==> config.mk <==
export PLATFORM = sky130hd
export DESIGN_NAME = interface2_rd
export DESIGN_NICKNAME = d
export VERILOG_FILES = /design/src/rtl/interface2_rd_pkg.sv /design/src/rtl/interface2_rd_permr.sv /design/src/rtl/interface2_rd.sv
export SDC_FILE = /design/constraint.sdc
export NUM_CORES = 2
export LEC_CHECK = 0
export ABC_AREA = 1
export CAP_MARGIN = 30
export CORE_MARGIN = 10
export CORE_UTILIZATION = 52
export DETAILED_ROUTE_END_ITERATION = 8
export HOLD_SLACK_MARGIN = 0.03
export MAX_ROUTING_LAYER = met4
export PLACE_DENSITY_LB_ADDON = 0.3
export SLEW_MARGIN = 20
export SYNTH_ARGS = -nofsm -noshare
export SYNTH_HDL_FRONTEND = slang
export SYNTH_SLANG_ARGS = --single-unit
export TNS_END_PERCENT = 1
==> constraint.sdc <==
create_clock -name CLK -period 18.84 [get_ports CLK]
set_clock_uncertainty 0.15 [all_clocks]
set_input_delay 1.884 -clock CLK [delete_from_list [all_inputs] [get_ports CLK]]
set_output_delay 1.884 -clock CLK [all_outputs]
set_load 0.01 [all_outputs]
==> src/rtl/interface2_rd_pkg.sv <==
// Shared FFT data-memory definitions: lane geometry, rotation and destination
// encodings, and the lane-index helper used by both PERMW and PERMR.
package interface2_rd_pkg;

  localparam int DW        = 64;
  localparam int NUM_LANES = 4;

  typedef logic [1:0] rot_t;

  typedef enum logic {
    DST_EXTN = 1'b0,
    DST_HRMF = 1'b1
  } dst_t;

  // One read request travelling alongside the bank read latency.
  typedef struct packed {
    logic valid;
    rot_t rot;
    dst_t dst;
  } tag_t;

  // Bank feeding lane i for a given rotation; 2-bit arithmetic wraps mod 4.
  function automatic logic [1:0] lane_idx(input logic [1:0] i, input rot_t rot);
    return i + rot;
  endfunction

endpackage

==> src/rtl/interface2_rd_permr.sv <==
// PERMR: combinational inverse of the write-side lane rotation,
// out_i = D[(i + SEL) mod 4].
module interface2_rd_permr #(
  parameter int DW = interface2_rd_pkg::DW
) (
  input  logic [1:0]    SEL,
  input  logic [DW-1:0] D0,
  input  logic [DW-1:0] D1,
  input  logic [DW-1:0] D2,
  input  logic [DW-1:0] D3,
  output logic [DW-1:0] Q0,
  output logic [DW-1:0] Q1,
  output logic [DW-1:0] Q2,
  output logic [DW-1:0] Q3
);
  import interface2_rd_pkg::*;

  logic [DW-1:0] d [NUM_LANES];
  logic [DW-1:0] q [NUM_LANES];

  assign d[0] = D0;
  assign d[1] = D1;
  assign d[2] = D2;
  assign d[3] = D3;

  for (genvar i = 0; i < NUM_LANES; i++) begin : g_lane
    assign q[i] = d[lane_idx(2'(i), SEL)];
  end

  assign Q0 = q[0];
  assign Q1 = q[1];
  assign Q2 = q[2];
  assign Q3 = q[3];

endmodule

==> src/rtl/interface2_rd.sv <==
// Read-side interface of the 4-bank FFT data memory: credit-gated request
// issue, tag tracking through the read latency, PERMR and an in-order output FIFO.
module interface2_rd #(
  parameter int DW         = interface2_rd_pkg::DW,
  parameter int AW         = 8,
  parameter int RD_LAT     = 2,
  parameter int FIFO_DEPTH = 5
) (
  input  logic          CLK,
  input  logic          RSTN,
  input  logic          REQ_VALID,
  output logic          REQ_READY,
  input  logic [AW-1:0] REQ_ADDR,
  input  logic [1:0]    REQ_ROT,
  input  logic          REQ_DST,
  output logic          MEM_RE,
  output logic [AW-1:0] MEM_ADDR,
  input  logic [DW-1:0] MEM_Q0,
  input  logic [DW-1:0] MEM_Q1,
  input  logic [DW-1:0] MEM_Q2,
  input  logic [DW-1:0] MEM_Q3,
  output logic [DW-1:0] Q0,
  output logic [DW-1:0] Q1,
  output logic [DW-1:0] Q2,
  output logic [DW-1:0] Q3,
  output logic          EXTN_VALID,
  input  logic          EXTN_READY,
  output logic          HRMF_VALID,
  input  logic          HRMF_READY
);
  import interface2_rd_pkg::*;

  localparam int PW = (FIFO_DEPTH > 1) ? $clog2(FIFO_DEPTH) : 1;
  localparam int CW = $clog2(FIFO_DEPTH + 1);
  localparam logic [CW-1:0] CREDIT_MAX = CW'(FIFO_DEPTH);
  localparam logic [PW-1:0] PTR_LAST   = PW'(FIFO_DEPTH - 1);

  typedef struct packed {
    dst_t                         dst;
    logic [NUM_LANES-1:0][DW-1:0] row;
  } entry_t;

  // Request issue and credits
  logic          accept;
  logic          mem_re_q, mem_re_d;
  logic [AW-1:0] mem_addr_q, mem_addr_d;
  logic [CW-1:0] credit_q, credit_d;

  // Tag pipeline, index RD_LAT lines up with MEM_Q
  tag_t tag_q [RD_LAT+1];
  tag_t tag_d [RD_LAT+1];
  tag_t tag_out;

  // Output FIFO
  entry_t        fifo_mem_q [FIFO_DEPTH];
  entry_t        push_entry;
  entry_t        head;
  logic          push, pop, head_valid;
  logic [PW-1:0] wr_ptr_q, wr_ptr_d;
  logic [PW-1:0] rd_ptr_q, rd_ptr_d;
  logic [CW-1:0] count_q, count_d;
  logic [DW-1:0] perm_q [NUM_LANES];

  function automatic logic [PW-1:0] ptr_next(input logic [PW-1:0] p);
    return (p == PTR_LAST) ? '0 : p + PW'(1);
  endfunction

  assign REQ_READY = (credit_q != '0);
  assign accept    = REQ_VALID && REQ_READY;

  assign tag_out    = tag_q[RD_LAT];
  assign push       = tag_out.valid;
  assign head_valid = (count_q != '0);
  assign head       = fifo_mem_q[rd_ptr_q];
  assign pop        = head_valid && ((head.dst == DST_HRMF) ? HRMF_READY : EXTN_READY);

  interface2_rd_permr #(.DW(DW)) u_permr (
    .SEL (tag_out.rot),
    .D0  (MEM_Q0),
    .D1  (MEM_Q1),
    .D2  (MEM_Q2),
    .D3  (MEM_Q3),
    .Q0  (perm_q[0]),
    .Q1  (perm_q[1]),
    .Q2  (perm_q[2]),
    .Q3  (perm_q[3])
  );

  assign push_entry = '{dst: tag_out.dst,
                        row: {perm_q[3], perm_q[2], perm_q[1], perm_q[0]}};

  always_comb begin
    // NOTE: every _d signal takes a default before any condition so no latch is inferred.
    mem_re_d   = accept;
    mem_addr_d = mem_addr_q;
    credit_d   = credit_q;
    wr_ptr_d   = wr_ptr_q;
    rd_ptr_d   = rd_ptr_q;
    count_d    = count_q;

    if (accept) begin
      mem_addr_d = REQ_ADDR;
    end

    tag_d[0] = '{valid: accept, rot: REQ_ROT, dst: dst_t'(REQ_DST)};
    for (int k = 1; k <= RD_LAT; k++) begin
      tag_d[k] = tag_q[k-1];
    end

    // A credit is held from accept until the row leaves the FIFO.
    case ({accept, pop})
      2'b10:   credit_d = credit_q - CW'(1);
      2'b01:   credit_d = credit_q + CW'(1);
      default: credit_d = credit_q;
    endcase

    if (push) begin
      wr_ptr_d = ptr_next(wr_ptr_q);
    end
    if (pop) begin
      rd_ptr_d = ptr_next(rd_ptr_q);
    end
    case ({push, pop})
      2'b10:   count_d = count_q + CW'(1);
      2'b01:   count_d = count_q - CW'(1);
      default: count_d = count_q;
    endcase
  end

  // NOTE: state registers use non-blocking assignments so every flop sees pre-edge values.
  always_ff @(posedge CLK or negedge RSTN) begin
    if (!RSTN) begin
      mem_re_q   <= 1'b0;
      mem_addr_q <= '0;
      credit_q   <= CREDIT_MAX;
      wr_ptr_q   <= '0;
      rd_ptr_q   <= '0;
      count_q    <= '0;
      for (int k = 0; k <= RD_LAT; k++) begin
        tag_q[k] <= '0;
      end
    end else begin
      mem_re_q   <= mem_re_d;
      mem_addr_q <= mem_addr_d;
      credit_q   <= credit_d;
      wr_ptr_q   <= wr_ptr_d;
      rd_ptr_q   <= rd_ptr_d;
      count_q    <= count_d;
      for (int k = 0; k <= RD_LAT; k++) begin
        tag_q[k] <= tag_d[k];
      end
    end
  end

  // NOTE: FIFO storage has no reset; the occupancy count gates the outputs,
  // so stale rows are never visible.
  always_ff @(posedge CLK) begin
    if (push) begin
      fifo_mem_q[wr_ptr_q] <= push_entry;
    end
  end

  assign MEM_RE     = mem_re_q;
  assign MEM_ADDR   = mem_addr_q;
  assign Q0         = head_valid ? head.row[0] : '0;
  assign Q1         = head_valid ? head.row[1] : '0;
  assign Q2         = head_valid ? head.row[2] : '0;
  assign Q3         = head_valid ? head.row[3] : '0;
  assign EXTN_VALID = head_valid && (head.dst == DST_EXTN);
  assign HRMF_VALID = head_valid && (head.dst == DST_HRMF);

endmodule

# ---- Yosys cells after proc, flatten, opt, wreduce, memory -nomap -nowiden
# Memory sizes are Yosys's and may differ from the RTL's.
# Index checks and enable logic that the tools add are counted.
dict set report word_totals {
  reg_bits 32
  latch_bits 0
  mem_bits_rw 1285
  rom_bits 0
  input_bits 272
  out_inout_bits 268
  elab_cells 70
  mem_count 1
}
# name depth word_bits read_ports rd_clocked_by_memory_dff wr line_no
set memory_table {}
lappend memory_table {fifo_mem_q 5 257 1 0 1 interface2_rd.sv:55} ;# entry_t fifo_mem_q [FIFO_DEPTH];
dict set report op_classes {
  addsub 9
  mul 0
  n_div 0
  magnitude_cmp 4
  n_eq_ne 6
  n_shift 0
  muxes 23
  bitwise 5
  n_reduce_logical 8
}
# op count
set ops {}
lappend ops {{$mux W64} 12}
lappend ops {{$bmux W64 S2} 4}
lappend ops {{$add A3 B1 Y3 const B} 4}
lappend ops {{$ge A3 B3 Y1 const B} 4}
lappend ops {{$not A2 Y3} 4}
lappend ops {{$pmux W3 S2} 2}
lappend ops {{$eq A3 B3 Y1 const B} 2}
lappend ops {{$mux W3} 2}
lappend ops {{$reduce_bool A3 Y1} 2}
lappend ops {{$sub A3 B1 Y3 const B} 2}
lappend ops {{$add A2 B2 Y2 const A} 2}
lappend ops {{$eq A2 B1 Y1 const B} 2}
lappend ops {{$eq A2 B2 Y1 const B} 2}
lappend ops {{$logic_and A1 B1 Y1} 4}
lappend ops {{$reduce_bool A2 Y1} 2}
lappend ops {{$mux W1} 3}
lappend ops {{$add A1 B2 Y2 const A} 1}
lappend ops {{$not A1 Y1} 1}

# ---- Logic depth before layout (Yosys ltp)
dict set report logic_depth {
  depth_word 5
  depth_mapped 15
  depth_no_buf 13
}

# ---- Modules after synthesis
# A second synthesis with hierarchy kept.
dict set report hier_totals {
  cells_unflattened 5777
  area_unflattened_um2 58692.5
}
# module n_inst cells_per_inst area_per_inst_um2 seq_area_each_um2
set modules_own_cells {}
lappend modules_own_cells {interface2_rd 1 3992 51291.7 39390.3}
lappend modules_own_cells {interface2_rd_permr 1 1785 7400.8 0.0}

# ---- Worst setup path after synthesis
# OpenSTA, ideal clock, no wires.
dict set report synth_path {
  path_type {register to register}
  from {reg wr_ptr_q[0]}
  to {mem fifo_mem_q[4][0] (netlist name) (enable)}
  setup_ps 1190
  arrival_time_ps 17810
  required_ps 17500
  setup_slack_ps -310
  stages_incl_launch_ff 2
  n_path_buf 0
  period_less_slack_ps 19150
  path_cell_list {dfrtp_1 > nor3_1}
}
# item line_no
set synth_rtl {}
lappend synth_rtl {{start, declared} interface2_rd.sv:59} ;# logic [PW-1:0] wr_ptr_q, wr_ptr_d;
lappend synth_rtl {{start signal, assigned} interface2_rd.sv:146} ;# wr_ptr_q <= wr_ptr_d;
lappend synth_rtl {{end, declared} interface2_rd.sv:55}
# No word-level cell before the write port.

# ---- Final worst setup path
dict set report layout_path {
  from {reg rd_ptr_q[1]}
  to {out Q1[1]}
}
dict set report layout_via {
  elab_chain_len 2
}
# item line_no
set layout_rtl {}
lappend layout_rtl {{start, declared} interface2_rd.sv:60} ;# logic [PW-1:0] rd_ptr_q, rd_ptr_d;
lappend layout_rtl {{start signal, assigned} interface2_rd.sv:147} ;# rd_ptr_q <= rd_ptr_d;
lappend layout_rtl {{$mem_v2 Z5 W257} --}
lappend layout_rtl {{$mux W64} interface2_rd.sv:166} ;# assign Q1 = head_valid ? head.row[1] : '0;
lappend layout_rtl {{end, declared} interface2_rd.sv:23} ;# output logic [DW-1:0] Q1,
# Every way passes these cells.

==> metrics.txt <==
post-synth cell types=29; Avg Inst Size Synth=10.6 um2; Detailed Routing Iterations Pass 1=5; clock buffer depth=3; # fillers=8518; sequential share of the synthesized area=68.7%; met1 Usage GRT=32.8%; WL per Instance=21.8 um; CTS Sinks=1317; Peak supply drop=0.132 mV; max-cap viol count=0; Congestion Overflow GR=0; htree depth=4; cell mode on critical path=buf_4; Ys Warns=0; CP Cell Sequence=inv_8 -> buf_4 -> buf_4 -> o21ai_0 -> o22ai_1 -> o21ai_1 -> inv_1 -> clkdlybuf4s50_1; Leak Pwr=24.6 nW; async set-reset flop share out of synthesis=2.43%; GR met3 Demand/Resource=4.74%; first-pass GRT wire length=238000 um; vias in the first global route=38.4k; hold path depth=0; final period demand of the worst path=7330 ps; clock buffer count from CTS=134; die area=124000 um2; fin nets=6035; Synthesized Nets=5668; RR Startpoint=push; Initial Utilization=52.5%; DRC errors left=0; Port Buf Inserts=539; critical path launch point type=register; hold-fix buffers at CTS=0; Row Count=121; number of synthesized flops with an enable pin=1285; crit path kind=register to output port; initial antenna violation count=4; Main synth FF type=edfxtp_1; CP startpoint=rd_ptr_q[1]; met2 track demand over resource=40.8%; Max transition margin=25.0%; Die Ht=352 um; Worst Hold Class=register to register; clk slew on worst S/H paths=60 ps; slowest CP cell=buf_4; DR vias=41.3k; utilization after layout=62.2%; Slew Viols, Final=0; Hold WS=201 ps; drt total wl=160000 um; Cell Pwr Density=162 nW/um2; Fin. Hold Viols=0; outcome=finished, final reports clean; Worst EP arrival=5300 ps; Hold Crit Start=tag_d[0]; synthesized area=57300 um2; RSZ-0062 raised after global routing=false; initial DRC count=4347; HPWL after DPL=94700 um; #FFs+latches synth=1317; layout cell share with drive strength beyond 1=4.53%; CP Capture Type=output port; Tcrit/Tclk final=38.9%; CTS tree=yes; Total Power=11.0 mW; Area Growth Syn to Fin=18.5%; Fin Setup TNS=0 ps; global-route usage over all layers=25.4%; cell count after synthesis=5388; r2r worst-path depth=5; Crit path required time=16810 ps; CP Max Fanout=114; Peak Freq=136 MHz; largest net degree at the start of global routing=194; setup bufs post-CTS=0; worst-skew pair later-pin latency=740 ps; gr busiest metal=met2; GPL Wtd Cong=0.828; Die Width=352 um; Final Setup Violations=0; measured slew at the worst slew-check pin=1110 ps; routed vias/inst=5.64; core area=109000 um2; Boundary Pins=540; worst reg-to-reg setup slack=14790 ps; post-CTS sizing=0; DRT antenna net count=0; slowest stage delay, CP=900 ps; clk root buf=clkbuf_16
[logic make-up after synthesis]
| group | synth area share [%] |
|---|---|
| simple gates | 10.6 |
| compound gates | 14.1 |
| flops | 68.7 |
| buf+inv | 6.28 |
| fa+ha+maj | 0.201 |
| xor+xnor | 0.0895 |
| mux | 0.0196 |
[stage by stage]
step / instances / setup slack (ps) / instance area [um2]
2_1_floorplan: 5388 / 6560 / 57300
3_3_place_gp: 7082 / 12290 / 63500
3_5_place_dp: 7087 / 12290 / 63600
4_1_cts: 7322 / 11440 / 67700
5_1_grt: 7334 / 11260 / 67900
6_report: 7334 / 11510 / 67900
[sequential cells by signal (all words and copies together) (netlist names)]
signal,count
MEM_ADDR,8
count_q,3
push_entry,1
rd_ptr_q,3
tag_d,8
fifo_mem_q,1285
tag_out,2
credit_q,3
push,1
wr_ptr_q,3
[path summary, 6_finish.rpt]
kind                                       to
max                                     Q1[1]
max in group asynchronous          tag_out[1]
max reg2reg                fifo_mem_q[4][219]
min reg2reg                   push_entry[256]
min in group asynchronous            tag_d[6]
min                           push_entry[256]
[cells in the mapped netlist, types with 2 or more instances]
master	count	area, um2
dfrtp_1	30	751
clkbuf_1	195	732
o21ai_0	716	3580
buf_6	5	56.3
nand4_1	2	12.5
fa_1	2	40.0
a21oi_1	136	681
inv_1	526	1970
xnor2_1	2	17.5
xor2_1	2	17.5
o21ai_1	441	2210
nand3_1	12	60.1
nand2_1	430	1610
ha_1	6	75.1
buf_4	7	52.6
nor2_1	1160	4350
buf_2	124	621
o22ai_1	256	1600
edfxtp_1	1285	38600
buf_1	38	143
inv_2	3	11.3
clkinv_1	2	7.51
dfstp_2	2	52.6
[critical path: cells and delay by family (launching register included)]
kind            cells  cell delay, ps
buf+inv             5            3100
flops               1             780
compound gates      3             590
[layer usage]
layer | vias to the layer above | routed length, um | share of wire (%)
met5 | - | 0 | 0
met2 | 1993 | 77900 | 49
met4 | 0 | 4510 | 2.8
li1 | 19300 | - | -
met1 | 19800 | 62500 | 39
met3 | 252 | 14800 | 9.2
[placed cells by master, fill, tap and decap left out, types with 2 or more instances in the layout]
| master | n |
|---|---|
| dfrtp_4 | 5 |
| buf_4 | 39 |
| xor2_1 | 2 |
| dfrtp_1 | 25 |
| inv_8 | 4 |
| o21ai_1 | 441 |
| diode_2 | 4 |
| nor2_4 | 4 |
| inv_6 | 7 |
| fa_1 | 2 |
| nand4_1 | 2 |
| buf_12 | 9 |
| o21ai_0 | 716 |
| clkinvlp_4 | 2 |
| buf_16 | 7 |
| clkinv_8 | 2 |
| nand2_1 | 430 |
| buf_2 | 5 |
| o22ai_1 | 256 |
| clkinv_1 | 26 |
| a21oi_1 | 136 |
| edfxtp_1 | 1285 |
| clkbuf_1 | 26 |
| clkdlybuf4s50_1 | 539 |
| nor2_1 | 1156 |
| clkinv_2 | 24 |
| ha_1 | 6 |
| clkbuf_16 | 139 |
| bufinv_16 | 7 |
| xnor2_1 | 2 |
| dfstp_2 | 2 |
| inv_1 | 525 |
| nand3_1 | 12 |
[cell type report]
cell class / instances / area [um2] / share of cell area [%]
Clock buffer: 166 / 3590 / 5.29
Clock inverter: 69 / 562 / 0.827
Tap cell: 1476 / 1850 / 2.72
Antenna cell: 4 / 10.0 / 0.0147
Multi-Input combinational cell: 3171 / 14400 / 21.2
Inverter: 531 / 2020 / 2.98
Timing Repair Buffer: 600 / 6090 / 8.97
Sequential cell: 1317 / 39400 / 58.0
[power breakdown]
group / internal [mW] / total [mW] / switching [mW]
clock network: 1.45 / 2.53 / 1.08
registers: 3.76 / 3.91 / 0.151
logic: 1.68 / 4.53 / 2.86
(Power assumes the default switching activity.)
